`src/rtl/level_limiter_mc.sv`:
```
// Multi-channel level limiter: clamps each signed channel sample to a runtime
// programmable width through a 2-stage valid/ready pipeline, and keeps
// per-channel saturating clip counters and input peak-magnitude registers.
module level_limiter_mc #(
   parameter int DATA_WIDTH   = 24,
   parameter int NUM_CHANNELS = 2,
   parameter int CNT_WIDTH    = 16
) (
   input  logic                               i_clk,
   input  logic                               i_reset,
   input  logic [NUM_CHANNELS*DATA_WIDTH-1:0] iS_data,
   input  logic                               i_valid,
   output logic                               o_ready,
   input  logic [4:0]                         i_limit_bits,
   input  logic                               i_symmetric,
   input  logic                               i_clear_stats,
   output logic [NUM_CHANNELS*DATA_WIDTH-1:0] oS_data,
   output logic                               o_valid,
   input  logic                               i_ready,
   output logic [NUM_CHANNELS-1:0]            o_clip,
   output logic [NUM_CHANNELS*CNT_WIDTH-1:0]  o_clip_count,
   output logic [NUM_CHANNELS*DATA_WIDTH-1:0] o_peak
);

   // One extra bit so hi/lo for L == DATA_WIDTH never overflow.
   localparam int EW = DATA_WIDTH + 1;
   localparam logic [5:0]           MAX_L   = 6'(DATA_WIDTH);
   localparam logic signed [EW-1:0] ONE_E   = EW'(1);
   localparam logic [CNT_WIDTH-1:0] CNT_MAX = '1;

   typedef logic signed [DATA_WIDTH-1:0] sample_t;

   logic advance;

   logic [5:0]           lim_req, lim_eff;
   logic signed [EW-1:0] half, hi_ext, lo_ext;

   sample_t              x_in  [NUM_CHANNELS];
   logic signed [EW-1:0] x_ext [NUM_CHANNELS];
   logic [NUM_CHANNELS-1:0] above_c, below_c;

   logic                    s1_valid;
   sample_t                 s1_x  [NUM_CHANNELS];
   sample_t                 s1_hi [NUM_CHANNELS];
   sample_t                 s1_lo [NUM_CHANNELS];
   logic [NUM_CHANNELS-1:0] s1_above, s1_below;

   sample_t                 limited [NUM_CHANNELS];
   logic [DATA_WIDTH-1:0]   abs_x   [NUM_CHANNELS];
   logic [NUM_CHANNELS-1:0] clip_c;

   sample_t               out_q    [NUM_CHANNELS];
   logic [CNT_WIDTH-1:0]  clip_cnt [NUM_CHANNELS];
   logic [DATA_WIDTH-1:0] peak     [NUM_CHANNELS];

   // Whole pipeline moves together whenever the output slot is free or draining.
   assign advance = !o_valid || i_ready;
   assign o_ready = advance;

   // Limit window shared by all channels: clamp L to 2..DATA_WIDTH, derive hi/lo.
   // NOTE: every always_comb output gets a default first so no latch is inferred.
   always_comb begin
      lim_req = {1'b0, i_limit_bits};
      lim_eff = lim_req;
      if (lim_req < 6'd2)
         lim_eff = 6'd2;
      else if (lim_req > MAX_L)
         lim_eff = MAX_L;
      half   = ONE_E <<< (lim_eff - 6'd1);
      hi_ext = half - ONE_E;
      lo_ext = i_symmetric ? -hi_ext : -half;
   end

   // Per-channel range comparison on the sign-extended input sample.
   always_comb begin
      above_c = '0;
      below_c = '0;
      x_in    = '{default: '0};
      x_ext   = '{default: '0};
      for (int ch = 0; ch < NUM_CHANNELS; ch++) begin
         x_in[ch]    = iS_data[ch*DATA_WIDTH +: DATA_WIDTH];
         x_ext[ch]   = {x_in[ch][DATA_WIDTH-1], x_in[ch]};
         above_c[ch] = x_ext[ch] > hi_ext;
         below_c[ch] = x_ext[ch] < lo_ext;
      end
   end

   // Stage 1 register: capture sample, its window and the compare results.
   // NOTE: only the valid bit is reset; payload registers are qualified by it.
   always_ff @(posedge i_clk) begin
      if (i_reset) begin
         s1_valid <= 1'b0;
      end else if (advance) begin
         s1_valid <= i_valid;
         s1_above <= above_c;
         s1_below <= below_c;
         for (int ch = 0; ch < NUM_CHANNELS; ch++) begin
            s1_x[ch]  <= x_in[ch];
            s1_hi[ch] <= hi_ext[DATA_WIDTH-1:0];
            s1_lo[ch] <= lo_ext[DATA_WIDTH-1:0];
         end
      end
   end

   // Stage 2 selection and raw-input magnitude for peak tracking.
   always_comb begin
      clip_c  = s1_above | s1_below;
      limited = '{default: '0};
      abs_x   = '{default: '0};
      for (int ch = 0; ch < NUM_CHANNELS; ch++) begin
         if (s1_above[ch])
            limited[ch] = s1_hi[ch];
         else if (s1_below[ch])
            limited[ch] = s1_lo[ch];
         else
            limited[ch] = s1_x[ch];
         // Two's complement negate as unsigned: most negative maps to 2^(DW-1).
         abs_x[ch] = s1_x[ch][DATA_WIDTH-1] ? (~s1_x[ch] + DATA_WIDTH'(1)) : s1_x[ch];
      end
   end

   // Stage 2 register: output sample set, held while stalled.
   // NOTE: sequential state uses non-blocking assignments; comb logic uses blocking.
   always_ff @(posedge i_clk) begin
      if (i_reset) begin
         o_valid <= 1'b0;
         o_clip  <= '0;
         out_q   <= '{default: '0};
      end else if (advance) begin
         o_valid <= s1_valid;
         o_clip  <= clip_c;
         out_q   <= limited;
      end
   end

   // Statistics: update on each valid stage-1 to stage-2 move; clear wins.
   always_ff @(posedge i_clk) begin
      if (i_reset || i_clear_stats) begin
         clip_cnt <= '{default: '0};
         peak     <= '{default: '0};
      end else if (advance && s1_valid) begin
         for (int ch = 0; ch < NUM_CHANNELS; ch++) begin
            if (clip_c[ch] && (clip_cnt[ch] != CNT_MAX))
               clip_cnt[ch] <= clip_cnt[ch] + CNT_WIDTH'(1);
            if (abs_x[ch] > peak[ch])
               peak[ch] <= abs_x[ch];
         end
      end
   end

   for (genvar ch = 0; ch < NUM_CHANNELS; ch++) begin : g_pack
      assign oS_data[ch*DATA_WIDTH +: DATA_WIDTH]     = out_q[ch];
      assign o_clip_count[ch*CNT_WIDTH +: CNT_WIDTH]  = clip_cnt[ch];
      assign o_peak[ch*DATA_WIDTH +: DATA_WIDTH]      = peak[ch];
   end

endmodule

```
`config.mk`:
```
export PLATFORM = sky130hd
export DESIGN_NAME = level_limiter_mc
export DESIGN_NICKNAME = d
export VERILOG_FILES = /design/src/rtl/level_limiter_mc.sv
export SDC_FILE = /design/constraint.sdc
export NUM_CORES = 1
export LEC_CHECK = 0
export BUFFER_PORTS_ARGS = -buffer_cell sky130_fd_sc_hd__clkbuf_2
export CAP_MARGIN = 20
export CORE_MARGIN = 1
export CORE_UTILIZATION = 59
export CTS_CLUSTER_SIZE = 25
export DETAILED_ROUTE_END_ITERATION = 8
export MAX_ROUTING_LAYER = met4
export PLACE_DENSITY = 0.83
export SLEW_MARGIN = 25
export SYNTH_ARGS = -nofsm -noshare
export SYNTH_HDL_FRONTEND = slang
export SYNTH_SLANG_ARGS = --single-unit
```
`constraint.sdc`:
```
create_clock -name i_clk -period 8.2 [get_ports i_clk]
set_input_delay 1.64 -clock i_clk [delete_from_list [all_inputs] [get_ports i_clk]]
set_output_delay 1.64 -clock i_clk [all_outputs]
set_load 0.02 [all_outputs]
```
After elaboration in Yosys (flattened, before gate mapping)
Memories as Yosys holds them, arrays and structs flattened.
Cells that the tools add are included.

storage, ports and cells
  register bits = 136
  memories = 3
  output and inout bits = 132
  word-level logic and storage cells = 60
  input bits = 59
  memory bits (writable) = 144

cells by class
  $lt $le $gt $ge = 8
  eq/ne operators = 2
  shift-type cells = 1
  add/subtract/negate cells = 8
  reductions and logical operators = 11
  mux-type cells = 12
  bitwise operators = 4

memory list
  name   words  bits a word  read ports  clocked after memory_dff  write ports  RTL line  text
  s1_hi  2      24           2           0                         2            44        sample_t s1_hi [NUM_CHANNELS];
  s1_lo  2      24           2           0                         2            45        sample_t s1_lo [NUM_CHANNELS];
  s1_x   2      24           2           0                         2            43        sample_t s1_x [NUM_CHANNELS];

operators with widths
  operator               number
  $mux 24                6
  $gt 24x25->1           2
  $lt 24x25->1           2
  $neg 25->25            2
  $add 24x2->24 const B  2
  $gt 24x24->1           2
  $not 24->24            2
  $add 16x1->16 const B  2
  $ne 16x16->1 const B   2
  $mux 25                1
  $sshl 2x6->25 const A  1
  $sub 25x2->25 const B  1
  $mux 5                 2
  $reduce_and 2->1       5
  $sub 6x1->6 const B    1
  $gt 5x5->1 const B     1
  $lt 5x2->1 const B     1
  $logic_and 1x1->1      3
  $mux 1                 3
  $logic_or 1x1->1       2
  $or 2x2->2             1
  $logic_not 1->1        1
  $not 1->1              1

Logic depth before layout (Yosys ltp)
Gate-level depths: netlist (run 1).

  depth after elaboration = 9
  mapped depth = 25
  mapped depth without buffers = 23

Worst setup path after synthesis (run 1)
No wires, ideal clock.

  path kind = in2reg
  start = input i_ready
  end = register s1_above[0], enable pin
  slack = 1,401 ps
  setup time = 560 ps
  arrival time = 6,238 ps
  stages on the path = 4
  path buffers = 2
  cells stage by stage = nor2b_1 clkbuf_1 clkbuf_1 nor2_1

on the way
  longest elaborated chain between the ends = 2

ends and longest elaborated chain
  what                        RTL line  text
  from (decl)                 19        input logic i_ready,
  $logic_or 1x1->1            57        assign advance = !o_valid || i_ready;
  $reduce_and 2->1 (no line)  -
  to (signal assigned)        95        s1_above <= above_c;
  to (decl)                   46        logic [NUM_CHANNELS-1:0] s1_above, s1_below;

No other way between the ends.
A chain may end at the register's enable or synchronous reset.

Final worst setup path (run 1)
  start = input i_limit_bits[1]
  end = register s1_below[0], data pin

on the way
  longest elaborated chain between the ends = 9
  elaborated cells between the ends (all ways) = 11

ends and longest elaborated chain
  what                  RTL line  text
  from (decl)           14        input logic [4:0] i_limit_bits,
  $gt 5x5->1            67        else if (lim_req > MAX_L)
  $mux 5                67
  $mux 5 *              65        if (lim_req < 6'd2)
  $sub 6x1->6 *         69        half = ONE_E <<< (lim_eff - 6'd1);
  $sshl 2x6->25 *       69
  $sub 25x2->25 *       70        hi_ext = half - ONE_E;
  via hi_ext[4]         36        logic signed [EW-1:0] half, hi_ext, lo_ext;
  $neg 25->25 *         71        lo_ext = i_symmetric ? -hi_ext : -half;
  $mux 25 *             71
  via lo_ext[4]         36
  $lt 24x25->1 *        84        below_c[ch] = x_ext[ch] < lo_ext;
  via below_c[0]        40        logic [NUM_CHANNELS-1:0] above_c, below_c;
  to (signal assigned)  96        s1_below <= below_c;
  to (decl)             46

Mark *: on every way through the listed nets, which the timed path passes. The rest lies on a longest branch.

==> results of run 1 <==
[critical path: stages]
cell	delay, ns
clkbuf_2	0.47
nand2_1	0.42
nand2_1	0.33
ha_1	0.84
nor2_1	0.17
a22o_1	0.31
xnor2_1	0.15
a21oi_1	0.24
inv_1	0.11
ha_1	0.30
and4_1	0.21
a31oi_1	0.17
nand3_1	0.14
a2111oi_0	0.48
nor2_1	0.10
o21ai_0	0.31
nor4b_2	0.09
o41ai_2	0.31
[power groups by stage]
stage	sequential (mW)	clock [mW]	combinational, mW
global placement	1.37	0	0.664
CTS	1.34	1.07	0.691
floorplan	1.38	0	0.447
detailed placement	1.37	0	0.684
global route	1.35	1.12	0.774
finish	1.35	1.06	0.705
[synthesized netlist by cell type (38+ instances only)]
| cell | instances |
|---|---|
| nor2_1 | 132 |
| nand4_1 | 38 |
| mux2i_1 | 103 |
| nand2_1 | 231 |
| clkbuf_1 | 60 |
| dfxtp_1 | 132 |
| edfxtp_1 | 100 |
| xnor2_1 | 62 |
| a21oi_1 | 106 |
| o21ai_0 | 117 |
| inv_1 | 103 |
| ha_1 | 149 |
[worst max-delay path by stage]
stage                     cells past startpoint            start  slack (ns)                    end
after global placement                       17  i_limit_bits[4]        1.38  s1_below[0]$_DFFE_PP_
after floorplan                               4          i_ready        1.40  s1_above[0]$_DFFE_PP_
after global routing                         17  i_limit_bits[4]        1.30  s1_below[0]$_DFFE_PP_
final                                        18  i_limit_bits[1]        1.75  s1_below[0]$_DFFE_PP_
after CTS                                    18  i_limit_bits[1]        1.85  s1_below[0]$_DFFE_PP_
after detailed placement                     18  i_limit_bits[1]        1.26  s1_below[0]$_DFFE_PP_
[routing by layer]
layer,track usage [%],vias up,share of wire [%]
met5,-,-,0
met4,10.3,0,3.1
met3,4.26,100,8.7
met2,53.5,651,45
met1,47.9,6461,43
li1,-,6394,-
[state kept, by name, summed over array words and instances (netlist names)]
register      count
oS_data          48
o_clip            2
o_clip_count     32
o_peak           48
o_valid           1
s1_above          2
s1_below          2
s1_hi            24
s1_lo            24
s1_valid          1
s1_x             48
[layout make-up]
| class | count | area (um2) | area share (%) |
|---|---|---|---|
| multi-input cells | 1287 | 8760 | 51.3 |
| clock buffers | 43 | 734 | 4.30 |
| clock inverters | 2 | 25.0 | 0.147 |
| diodes | 1 | 2.50 | 0.0147 |
| inverters | 105 | 394 | 2.31 |
| repair buffers | 206 | 1090 | 6.39 |
| flip-flops and latches | 232 | 5650 | 33.1 |
| well taps | 330 | 413 | 2.42 |
[cells by family (layout without fill, tap and decap cells)]
kind of cell    after synthesis  in the layout  synth area share [%]
simple gates                561            561                  17.3
mux                         105            105                  6.97
flops                       232            232                  37.4
xor+xnor                     85             85                  4.93
other cells                   2              7                0.0497
fa+ha+maj                   150            150                  12.4
buf+inv                     192            356                  5.00
compound gates              380            380                  16.0
==> metrics.txt, run 1 <==
# TYPE chip_impl_metric gauge
chip_impl_info{name="outcome",value="completed"} 1
chip_impl_metric{name="worstRegToRegCells",unit=""} 15
chip_impl_metric{name="fin_crit",unit="ns"} 6.45
chip_impl_metric{name="pwr_density_cell",unit="nW/um2"} 182
chip_impl_metric{name="slew_at_the_pin_with_the_worst_max_slew_slack",unit="ns"} 0.955
chip_impl_info{name="clock_tree.root_cell",value="clkbuf_16"} 1
chip_impl_metric{name="cts.path.max_buffers",unit=""} 3
chip_impl_metric{name="grt_antenna_before_repair",unit=""} 1
chip_impl_metric{name="fin_cells",unit=""} 2206
chip_impl_metric{name="synth.avg_cell_area",unit="um2"} 8.85
chip_impl_info{name="postSynth.topFlopCell",value="dfxtp_1"} 1
chip_impl_metric{name="grt_pass1_vias",unit=""} 12600
chip_impl_metric{name="area.growth.synth_to_final",unit="%"} 12.9
chip_impl_metric{name="numCtsBuffers",unit=""} 25
chip_impl_metric{name="grtUsageTotal",unit="%"} 34.8
chip_impl_metric{name="drt-initial-drc-count",unit=""} 1526
chip_impl_metric{name="cp_data_required_time",unit="ns"} 8.53
chip_impl_metric{name="initial_utilization",unit="%"} 60.0
chip_impl_metric{name="vias",unit=""} 13600
chip_impl_metric{name="hold-worst-slack",unit="ns"} 0.451
chip_impl_metric{name="final_cell_area",unit="um2"} 17100
chip_impl_metric{name="drive_above_1_share",unit="%"} 14.6
chip_impl_metric{name="hpwlAfterDp",unit="mm"} 34.4
chip_impl_metric{name="die_h",unit="um"} 162
chip_impl_info{name="min_delay_worst_endpoint",value="oS_data[47]$_SDFFE_PP0N_"} 1
chip_impl_metric{name="reg2reg_slack",unit="ns"} 3.04
chip_impl_info{name="synth_top_cell_by_area",value="edfxtp_1"} 1
chip_impl_metric{name="clock_power_share",unit="%"} 34.0
chip_impl_metric{name="setup_viol_count_final",unit=""} 0
chip_impl_metric{name="maxCapViolCount",unit=""} 0
chip_impl_metric{name="remaining_design_rule_violation_count",unit=""} 0
chip_impl_info{name="rsz0062_at_grt",value="no"} 1
chip_impl_metric{name="cts.sink_count",unit=""} 232
chip_impl_metric{name="largest_net_degree_at_the_start_of_global_routing",unit=""} 81
chip_impl_metric{name="layout_setup_ws",unit="ns"} 1.75
chip_impl_metric{name="yosys_warnings",unit=""} 0
chip_impl_metric{name="dpl.cell_count",unit=""} 2159
chip_impl_metric{name="cts_post_setup_buffers_inserted",unit=""} 0
chip_impl_metric{name="cellLeakagePower",unit="nW"} 7.14
chip_impl_metric{name="global_route.overflow_total",unit=""} 0
chip_impl_metric{name="worst_ir_drop_on_vdd",unit="V"} 0.000171
chip_impl_metric{name="p_int",unit="mW"} 2.16
chip_impl_metric{name="cts.repair.resized",unit=""} 0
chip_impl_metric{name="synth_seq_area_share",unit="%"} 37.4
chip_impl_metric{name="detail_route.wirelength",unit="mm"} 45.1
chip_impl_metric{name="slew_violations",unit=""} 0
chip_impl_metric{name="final_core_util",unit="%"} 67.8
chip_impl_metric{name="finClkSkew",unit="ns"} 0.0186
chip_impl_metric{name="die_area",unit="um2"} 26300
chip_impl_metric{name="synth_cells",unit=""} 1707
chip_impl_metric{name="synth_area",unit="um2"} 15100
chip_impl_metric{name="firstDrtPassIters",unit=""} 6
chip_impl_metric{name="hold_fix_buffers_at_cts",unit=""} 0
chip_impl_metric{name="max_fanout_on_critical_path",unit=""} 31
chip_impl_metric{name="die_width",unit="um"} 162
chip_impl_metric{name="pre_cts_slack",unit="ns"} 1.26
chip_impl_metric{name="power.sequential.fraction",unit="%"} 43.4
chip_impl_metric{name="drt-vias-per-instance",unit=""} 6.17
chip_impl_metric{name="portBuffers",unit=""} 190
chip_impl_metric{name="layout.filler_cells",unit=""} 1956
chip_impl_metric{name="drt.antenna.violating_nets",unit=""} 0
chip_impl_metric{name="hold_viol_final",unit=""} 0
chip_impl_metric{name="wire_length_of_the_first_global_routing_pass",unit="mm"} 69.5
chip_impl_info{name="timing.rr.end",value="o_peak[23]$_SDFFE_PP0P_"} 1
chip_impl_info{name="worstSetupEndpointType",value="register"} 1
chip_impl_metric{name="average_detailed_routed_wire_length_per_instance",unit="um"} 20.4
chip_impl_metric{name="clkLatencyLatePin",unit="ns"} 0.53
chip_impl_metric{name="yosys_register_bits",unit=""} 232
chip_impl_metric{name="power_switching",unit="uW"} 952
chip_impl_metric{name="fp-row-count",unit=""} 58
chip_impl_metric{name="design.core.area",unit="um2"} 25200
chip_impl_metric{name="clkSlewWorstSetupHoldPaths",unit="ns"} 0.06
chip_impl_info{name="timing.rr.start",value="s1_x[0][5]$_DFFE_PP_"} 1
chip_impl_metric{name="sw_ratio",unit="%"} 30.6
chip_impl_metric{name="total_chip_power",unit="mW"} 3.11
chip_impl_metric{name="arrival",unit="ns"} 6.79
chip_impl_metric{name="synth-edff-count",unit=""} 100
chip_impl_info{name="startpoint_type",value="input port"} 1
chip_impl_metric{name="final.period_utilization",unit="%"} 78.7
chip_impl_metric{name="place_congestion",unit=""} 0.990
chip_impl_info{name="synth_area_leaders",value="edfxtp_1 20%, dfxtp_1 17%, ha_1 12%"} 1
chip_impl_metric{name="setup_tns",unit="ns"} 0
chip_impl_metric{name="postSynth.asyncResetShare",unit="%"} 0
chip_impl_info{name="most-common-layout-cells",value="231 x nand2_1, 191 x clkbuf_2, 149 x ha_1"} 1
chip_impl_metric{name="placedInstanceArea",unit="um2"} 16300
chip_impl_info{name="tritoncts_clock_tree",value="done"} 1
chip_impl_info{name="min-delay-start",value="oS_data[47]$_SDFFE_PP0N_"} 1
chip_impl_metric{name="clock_tree.htree_level_count",unit=""} 1
chip_impl_metric{name="whs_path_depth",unit=""} 2
chip_impl_info{name="hp-class",value="register to register"} 1
chip_impl_metric{name="yosys.area.top_type_share",unit="%"} 19.9
chip_impl_metric{name="post_synth_num_cell_types",unit=""} 81
chip_impl_info{name="layout.cells.most_common",value="nand2_1"} 1
chip_impl_metric{name="finish.net_count",unit=""} 2065
chip_impl_metric{name="design.portCount",unit=""} 191
chip_impl_metric{name="fmax",unit="MHz"} 155
chip_impl_metric{name="comb_power_share",unit="%"} 22.7
chip_impl_metric{name="slew_headroom",unit="%"} 36.3
chip_impl_info{name="worst-setup-path-type",value="input port to register"} 1
No activity file was read; power rests on OpenSTA's default activity.
==> run 2: changes to the inputs <==
--- a/config.mk
+++ b/config.mk
@@ -8,11 +8,11 @@
 export BUFFER_PORTS_ARGS = -buffer_cell sky130_fd_sc_hd__clkbuf_2
 export CAP_MARGIN = 20
 export CORE_MARGIN = 1
-export CORE_UTILIZATION = 59
+export CORE_UTILIZATION = 54
 export CTS_CLUSTER_SIZE = 25
 export DETAILED_ROUTE_END_ITERATION = 8
 export MAX_ROUTING_LAYER = met4
-export PLACE_DENSITY = 0.83
+export PLACE_DENSITY = 0.8
 export SLEW_MARGIN = 25
 export SYNTH_ARGS = -nofsm -noshare
 export SYNTH_HDL_FRONTEND = slang
==> constraint.sdc (replaced) <==
create_clock -name i_clk -period 5.3 [get_ports i_clk]
set_input_delay 1.06 -clock i_clk [delete_from_list [all_inputs] [get_ports i_clk]]
set_output_delay 1.06 -clock i_clk [all_outputs]
set_load 0.02 [all_outputs]
==> run 2 against run 1 <==
Against the previous run:
- final cell count up 3.4%
- hold slack better by 0.00091 ns
- critical path depth shrank 3
- routed wire length is 2.0% higher
- highest routed layer unchanged
- critical path type is now register to register
==> metrics.txt, run 2 (synthesis results as in run 1) <==
# TYPE chip_impl_metric gauge
chip_impl_metric{name="design.portCount",unit=""} 191
chip_impl_metric{name="design.core.area",unit="um2"} 27200
chip_impl_metric{name="drt-initial-drc-count",unit=""} 1384
chip_impl_info{name="worstSetupEndpointType",value="register"} 1
chip_impl_metric{name="grt_pass1_vias",unit=""} 13000
chip_impl_metric{name="detail_route.wirelength",unit="mm"} 46.0
chip_impl_metric{name="setup_viol_count_final",unit=""} 0
chip_impl_info{name="clock_tree.root_cell",value="clkbuf_16"} 1
chip_impl_metric{name="drive_above_1_share",unit="%"} 16.3
chip_impl_metric{name="portBuffers",unit=""} 190
chip_impl_metric{name="fin_crit",unit="ns"} 4.93
chip_impl_metric{name="wire_length_of_the_first_global_routing_pass",unit="mm"} 71.0
chip_impl_metric{name="die_width",unit="um"} 169
chip_impl_metric{name="fp-row-count",unit=""} 60
chip_impl_metric{name="slew_violations",unit=""} 0
chip_impl_metric{name="cts.repair.resized",unit=""} 0
chip_impl_metric{name="delay_contributed_by_the_slowest_stage_of_the_critical_path",unit="ns"} 0.62
chip_impl_metric{name="remaining_design_rule_violation_count",unit=""} 0
chip_impl_metric{name="firstDrtPassIters",unit=""} 5
chip_impl_metric{name="initial_utilization",unit="%"} 55.6
chip_impl_metric{name="vias",unit=""} 13700
chip_impl_metric{name="final.period_utilization",unit="%"} 93.0
chip_impl_metric{name="largest_net_degree_at_the_start_of_global_routing",unit=""} 99
chip_impl_metric{name="worst_ir_drop_on_vdd",unit="V"} 0.000271
chip_impl_metric{name="setup_tns",unit="ns"} 0
chip_impl_info{name="tritoncts_clock_tree",value="done"} 1
chip_impl_metric{name="layout_setup_ws",unit="ns"} 0.368
chip_impl_info{name="layout.cells.most_common",value="nand2_1"} 1
chip_impl_info{name="outcome",value="completed"} 1
chip_impl_metric{name="global_route.overflow_total",unit=""} 0
chip_impl_metric{name="hold_viol_final",unit=""} 0
chip_impl_metric{name="hold_fix_buffers_at_cts",unit=""} 0
chip_impl_metric{name="clock_tree.htree_level_count",unit=""} 1
chip_impl_metric{name="reg2reg_slack",unit="ns"} 0.37
chip_impl_metric{name="drt.antenna.violating_nets",unit=""} 0
chip_impl_metric{name="arrival",unit="ns"} 5.34
chip_impl_metric{name="cellLeakagePower",unit="nW"} 7.34
chip_impl_metric{name="pwr_density_cell",unit="nW/um2"} 288
chip_impl_metric{name="antennaDiodeCount",unit=""} 0
chip_impl_info{name="crit_chain",value="or4_1, or2_2, or3_1, nand2b_1, nand2b_1, o31ai_2, xnor2_1, ha_1, nand4_1, nor4_1, a21oi_1, a221oi_4, buf_4, mux2i_1, nor2_1"} 1
chip_impl_info{name="most-common-layout-cells",value="231 x nand2_1, 191 x clkbuf_2, 149 x ha_1"} 1
chip_impl_metric{name="hpwlAfterDp",unit="mm"} 34.9
chip_impl_info{name="crit_path_max_delay_cell_type",value="nor4_1"} 1
chip_impl_metric{name="cp_data_required_time",unit="ns"} 5.70
chip_impl_metric{name="numCtsBuffers",unit=""} 26
chip_impl_metric{name="clkSlewWorstSetupHoldPaths",unit="ns"} 0.06
chip_impl_metric{name="fmax",unit="MHz"} 203
chip_impl_metric{name="die_h",unit="um"} 169
chip_impl_metric{name="finClkSkew",unit="ns"} 0.0290
chip_impl_metric{name="area.growth.synth_to_final",unit="%"} 15.5
chip_impl_info{name="hp-class",value="register to register"} 1
chip_impl_metric{name="average_detailed_routed_wire_length_per_instance",unit="um"} 20.1
chip_impl_metric{name="grtUsageTotal",unit="%"} 32.8
chip_impl_info{name="rsz0062_at_grt",value="no"} 1
chip_impl_metric{name="slew_at_the_pin_with_the_worst_max_slew_slack",unit="ns"} 1.01
chip_impl_metric{name="cts_post_setup_buffers_inserted",unit=""} 0
chip_impl_metric{name="die_area",unit="um2"} 28700
chip_impl_metric{name="drt-vias-per-instance",unit=""} 6.01
chip_impl_metric{name="slew_headroom",unit="%"} 33.0
chip_impl_metric{name="pre_cts_slack",unit="ns"} 0.111
chip_impl_metric{name="maxCapViolCount",unit=""} 0
chip_impl_metric{name="finish.net_count",unit=""} 2098
chip_impl_metric{name="place_congestion",unit=""} 0.976
chip_impl_metric{name="clkLatencyLatePin",unit="ns"} 0.54
chip_impl_info{name="worst-setup-path-type",value="register to register"} 1
chip_impl_metric{name="cts.path.max_buffers",unit=""} 3
chip_impl_metric{name="cts.sink_count",unit=""} 232
chip_impl_info{name="crit_path_frequent_cell",value="nand2b_1"} 1
chip_impl_metric{name="grt_antenna_before_repair",unit=""} 0
chip_impl_info{name="startpoint_type",value="register"} 1
chip_impl_metric{name="max_fanout_on_critical_path",unit=""} 12
## run 2: report_power, final
part           internal, mW  switching, mW  leakage (nW)
Combinational         0.427          0.682          4.88
Sequential             1.99          0.103          2.04
Clock                  1.10          0.734         0.422
## run 2: per-stage QoR
stage	hold WS [ns]	cells	util, %	area [um2]	power [mW]
final	0.452	2282	64.2	17500	5.03
after global routing	0.469	2282	64.2	17500	5.23
after CTS	0.454	2282	64.2	17500	5.01
after detailed placement	0.447	2234	61.1	16600	3.20
after global placement	0.437	2234	61.1	16600	3.16
after floorplan	0.471	1711	-	15100	2.83
## run 2: layer usage
metal	track usage [%]	part of all wire, %
met5	-	0
met4	13.9	4.4
met3	3.68	8.7
met2	50.5	44
met1	43.8	42
## run 2: final timing paths
path                            cells after the start                startpoint                        to
worst max-delay path                               15      s1_x[0][7]$_DFFE_PP_    o_peak[7]$_SDFFE_PP0P_
worst min-delay path                                2  oS_data[40]$_SDFFE_PP0N_  oS_data[40]$_SDFFE_PP0N_
worst max register to register                     15      s1_x[0][7]$_DFFE_PP_    o_peak[7]$_SDFFE_PP0P_
worst min register to register                      2  oS_data[40]$_SDFFE_PP0N_  oS_data[40]$_SDFFE_PP0N_
## run 2: worst max-delay path: cells and delay by family, from the launching register on
kind	cells	cell delay, ns
AND/OR/NAND/NOR	8	2.55
adder cells (fa/ha/maj)	1	0.32
flip-flops	1	0.50
buffers and inverters	1	0.28
XOR/XNOR	1	0.14
multiplexers	1	0.21
AO/OA/AOI/OAI	3	0.79
## run 2: cell type report
class / instances / area, um2
Fill cell: 2231 / 9720
Clock inverter: 11 / 141
Timing Repair Buffer: 238 / 1320
Clock buffer: 37 / 724
Sequential cell: 232 / 5650
Inverter: 105 / 394
Multi-Input combinational cell: 1287 / 8760
Tap cell: 372 / 465
==> run 3: changes to the inputs <==
--- a/config.mk
+++ b/config.mk
@@ -8,11 +8,12 @@
 export BUFFER_PORTS_ARGS = -buffer_cell sky130_fd_sc_hd__clkbuf_2
 export CAP_MARGIN = 20
 export CORE_MARGIN = 1
-export CORE_UTILIZATION = 54
+export CORE_UTILIZATION = 40
 export CTS_CLUSTER_SIZE = 25
 export DETAILED_ROUTE_END_ITERATION = 8
 export MAX_ROUTING_LAYER = met4
-export PLACE_DENSITY = 0.8
+export PLACE_DENSITY = 0.63
+export SKIP_CTS_REPAIR_TIMING = 1
 export SLEW_MARGIN = 25
 export SYNTH_ARGS = -nofsm -noshare
 export SYNTH_HDL_FRONTEND = slang
==> run 3 against run 2 <==
Against the previous run:
- routed wire length is 4.2% higher
- first-iteration DRC count is 26% lower
- design area is 1.4% higher
- sequential share of layout area is 0.44 points lower
- largest cell class unchanged
==> metrics.txt, run 3 (synthesis results as in run 1) <==
# TYPE chip_impl_metric gauge
chip_impl_info{name="worstSetupEndpointType",value="register"} 1
chip_impl_metric{name="reg2reg_slack",unit="ns"} 0.47
chip_impl_info{name="timing.rr.end",value="o_peak[0]$_SDFFE_PP0P_"} 1
chip_impl_metric{name="firstDrtPassIters",unit=""} 5
chip_impl_metric{name="clock_tree.htree_level_count",unit=""} 1
chip_impl_metric{name="antennaDiodeCount",unit=""} 0
chip_impl_metric{name="total_chip_power",unit="mW"} 5.09
chip_impl_metric{name="die_area",unit="um2"} 38600
chip_impl_metric{name="drive_above_1_share",unit="%"} 16.6
chip_impl_metric{name="final.period_utilization",unit="%"} 91.2
chip_impl_metric{name="design.core.area",unit="um2"} 36900
chip_impl_info{name="tritoncts_clock_tree",value="done"} 1
chip_impl_metric{name="detail_route.wirelength",unit="mm"} 47.9
chip_impl_metric{name="pwr_density_cell",unit="nW/um2"} 288
chip_impl_info{name="layout.cells.most_common",value="nand2_1"} 1
chip_impl_metric{name="grt_antenna_before_repair",unit=""} 0
chip_impl_metric{name="cts.path.max_buffers",unit=""} 3
chip_impl_metric{name="portBuffers",unit=""} 190
chip_impl_metric{name="finClkSkew",unit="ns"} 0.0181
chip_impl_metric{name="cts.sink_count",unit=""} 232
chip_impl_info{name="min_delay_worst_endpoint",value="oS_data[37]$_SDFFE_PP0N_"} 1
chip_impl_metric{name="slew_headroom",unit="%"} 34.0
chip_impl_metric{name="grtUsageTotal",unit="%"} 25.3
chip_impl_metric{name="design.portCount",unit=""} 191
chip_impl_metric{name="clkLatencyLatePin",unit="ns"} 0.55
chip_impl_metric{name="drt-vias-per-instance",unit=""} 5.46
chip_impl_metric{name="drt-initial-drc-count",unit=""} 1021
chip_impl_metric{name="place_congestion",unit=""} 0.927
chip_impl_metric{name="finish.net_count",unit=""} 2102
chip_impl_metric{name="max_fanout_on_critical_path",unit=""} 14
chip_impl_metric{name="whs_path_depth",unit=""} 2
chip_impl_metric{name="grt_pass1_vias",unit=""} 12400
chip_impl_metric{name="setup_viol_count_final",unit=""} 0
chip_impl_metric{name="largest_net_degree_at_the_start_of_global_routing",unit=""} 66
chip_impl_metric{name="average_detailed_routed_wire_length_per_instance",unit="um"} 19.8
chip_impl_metric{name="arrival",unit="ns"} 5.27
chip_impl_metric{name="initial_utilization",unit="%"} 41.0
chip_impl_metric{name="final_core_util",unit="%"} 48.0
chip_impl_metric{name="cp_data_required_time",unit="ns"} 5.74
chip_impl_metric{name="wire_length_of_the_first_global_routing_pass",unit="mm"} 73.0
chip_impl_metric{name="vias",unit=""} 13200
chip_impl_metric{name="die_width",unit="um"} 196
chip_impl_metric{name="fin_crit",unit="ns"} 4.83
chip_impl_info{name="most-common-layout-cells",value="231 x nand2_1, 190 x clkbuf_2, 149 x ha_1"} 1
chip_impl_info{name="rsz0062_at_grt",value="no"} 1
chip_impl_metric{name="numCtsBuffers",unit=""} 26
chip_impl_metric{name="hold_viol_final",unit=""} 0
chip_impl_metric{name="global_route.overflow_total",unit=""} 0
chip_impl_metric{name="clkSlewWorstSetupHoldPaths",unit="ns"} 0.06
chip_impl_metric{name="fp-row-count",unit=""} 70
chip_impl_metric{name="worstRegToRegCells",unit=""} 15
chip_impl_info{name="clock_tree.root_cell",value="clkbuf_16"} 1
chip_impl_metric{name="slew_at_the_pin_with_the_worst_max_slew_slack",unit="ns"} 0.990
chip_impl_metric{name="maxCapViolCount",unit=""} 0
chip_impl_info{name="hp-class",value="register to register"} 1
chip_impl_info{name="startpoint_type",value="register"} 1
chip_impl_metric{name="fmax",unit="MHz"} 207
chip_impl_info{name="min-delay-start",value="oS_data[37]$_SDFFE_PP0N_"} 1
chip_impl_info{name="timing.rr.start",value="s1_x[0][7]$_DFFE_PP_"} 1
chip_impl_info{name="worst-setup-path-type",value="register to register"} 1
chip_impl_metric{name="remaining_design_rule_violation_count",unit=""} 0
chip_impl_metric{name="setup_tns",unit="ns"} 0
chip_impl_metric{name="area.growth.synth_to_final",unit="%"} 17.1
chip_impl_metric{name="slew_violations",unit=""} 0
chip_impl_info{name="outcome",value="completed"} 1
chip_impl_metric{name="cellLeakagePower",unit="nW"} 7.38
chip_impl_metric{name="worst_ir_drop_on_vdd",unit="V"} 0.000246
chip_impl_metric{name="die_h",unit="um"} 196
chip_impl_metric{name="hpwlAfterDp",unit="mm"} 37.5
chip_impl_metric{name="drt.antenna.violating_nets",unit=""} 0
run 3: changes by cell type in the layout (fill, tap and decap cells not counted), moves of 2 or more:
cell / previous run / this run
clkinv_1: 3 / 5
buf_4: 47 / 50
clkbuf_1: 8 / 3
clkinvlp_4: 1 / 3
run 3: worst max-delay path by stage:
stage,from,slack [ns],to,depth (start not counted)
floorplan,i_limit_bits[1],0.19,s1_below[0]$_DFFE_PP_,22
global placement,i_limit_bits[2],0.26,s1_above[1]$_DFFE_PP_,20
detailed placement,i_limit_bits[2],0.21,s1_above[1]$_DFFE_PP_,20
CTS,s1_x[0][7]$_DFFE_PP_,0.44,o_peak[0]$_SDFFE_PP0P_,15
global route,s1_x[0][7]$_DFFE_PP_,0.16,o_peak[4]$_SDFFE_PP0P_,15
finish,s1_x[0][7]$_DFFE_PP_,0.47,o_peak[0]$_SDFFE_PP0P_,15
run 3: layout make-up:
| class | count | area, um2 |
|---|---|---|
| fillers | 3571 | 19200 |
| repair buffers | 242 | 1370 |
| inverters | 105 | 394 |
| multi-input cells | 1287 | 8770 |
| well taps | 504 | 631 |
| clock buffers | 32 | 726 |
| flip-flops and latches | 232 | 5650 |
| clock inverters | 16 | 163 |
run 3: power breakdown:
part | internal (mW) | total [mW] | switching [mW]
Clock | 1.12 | 1.89 | 0.766
Combinational | 0.433 | 1.12 | 0.684
Sequential | 1.98 | 2.09 | 0.102
run 3: per-layer routing:
metal,routed length [um],track usage (%),vias to the layer above
met4,1390,7.93,0
met2,20700,37.9,411
li1,-,-,6473
met5,0,-,-
met1,23000,35.9,6240
met3,2810,2.45,71
run 3: worst max-delay path, stage by stage (launching register included):
cell      delay (ns)
edfxtp_1        0.49
or4_1           0.56
or2_2           0.31
or3_1           0.39
nand2b_1        0.20
nand2b_1        0.22
o31ai_2         0.23
xnor2_1         0.14
ha_1            0.32
nand4_1         0.14
nor4_1          0.57
a21oi_1         0.20
a221oi_4        0.33
buf_4           0.30
mux2i_1         0.27
nor2_1          0.05
run 3: per-stage QoR:
| stage | hold slack, ns | cell area [um2] | worst slack (ns) | instances |
|---|---|---|---|---|
| 2_1_floorplan | 0.471 | 15100 | 0.192 | 1711 |
| 3_3_place_gp | 0.439 | 16800 | 0.262 | 2369 |
| 3_5_place_dp | 0.448 | 16800 | 0.214 | 2370 |
| 4_1_cts | 0.454 | 17700 | 0.436 | 2418 |
| 5_1_grt | 0.474 | 17700 | 0.158 | 2418 |
| 6_report | 0.450 | 17700 | 0.468 | 2418 |
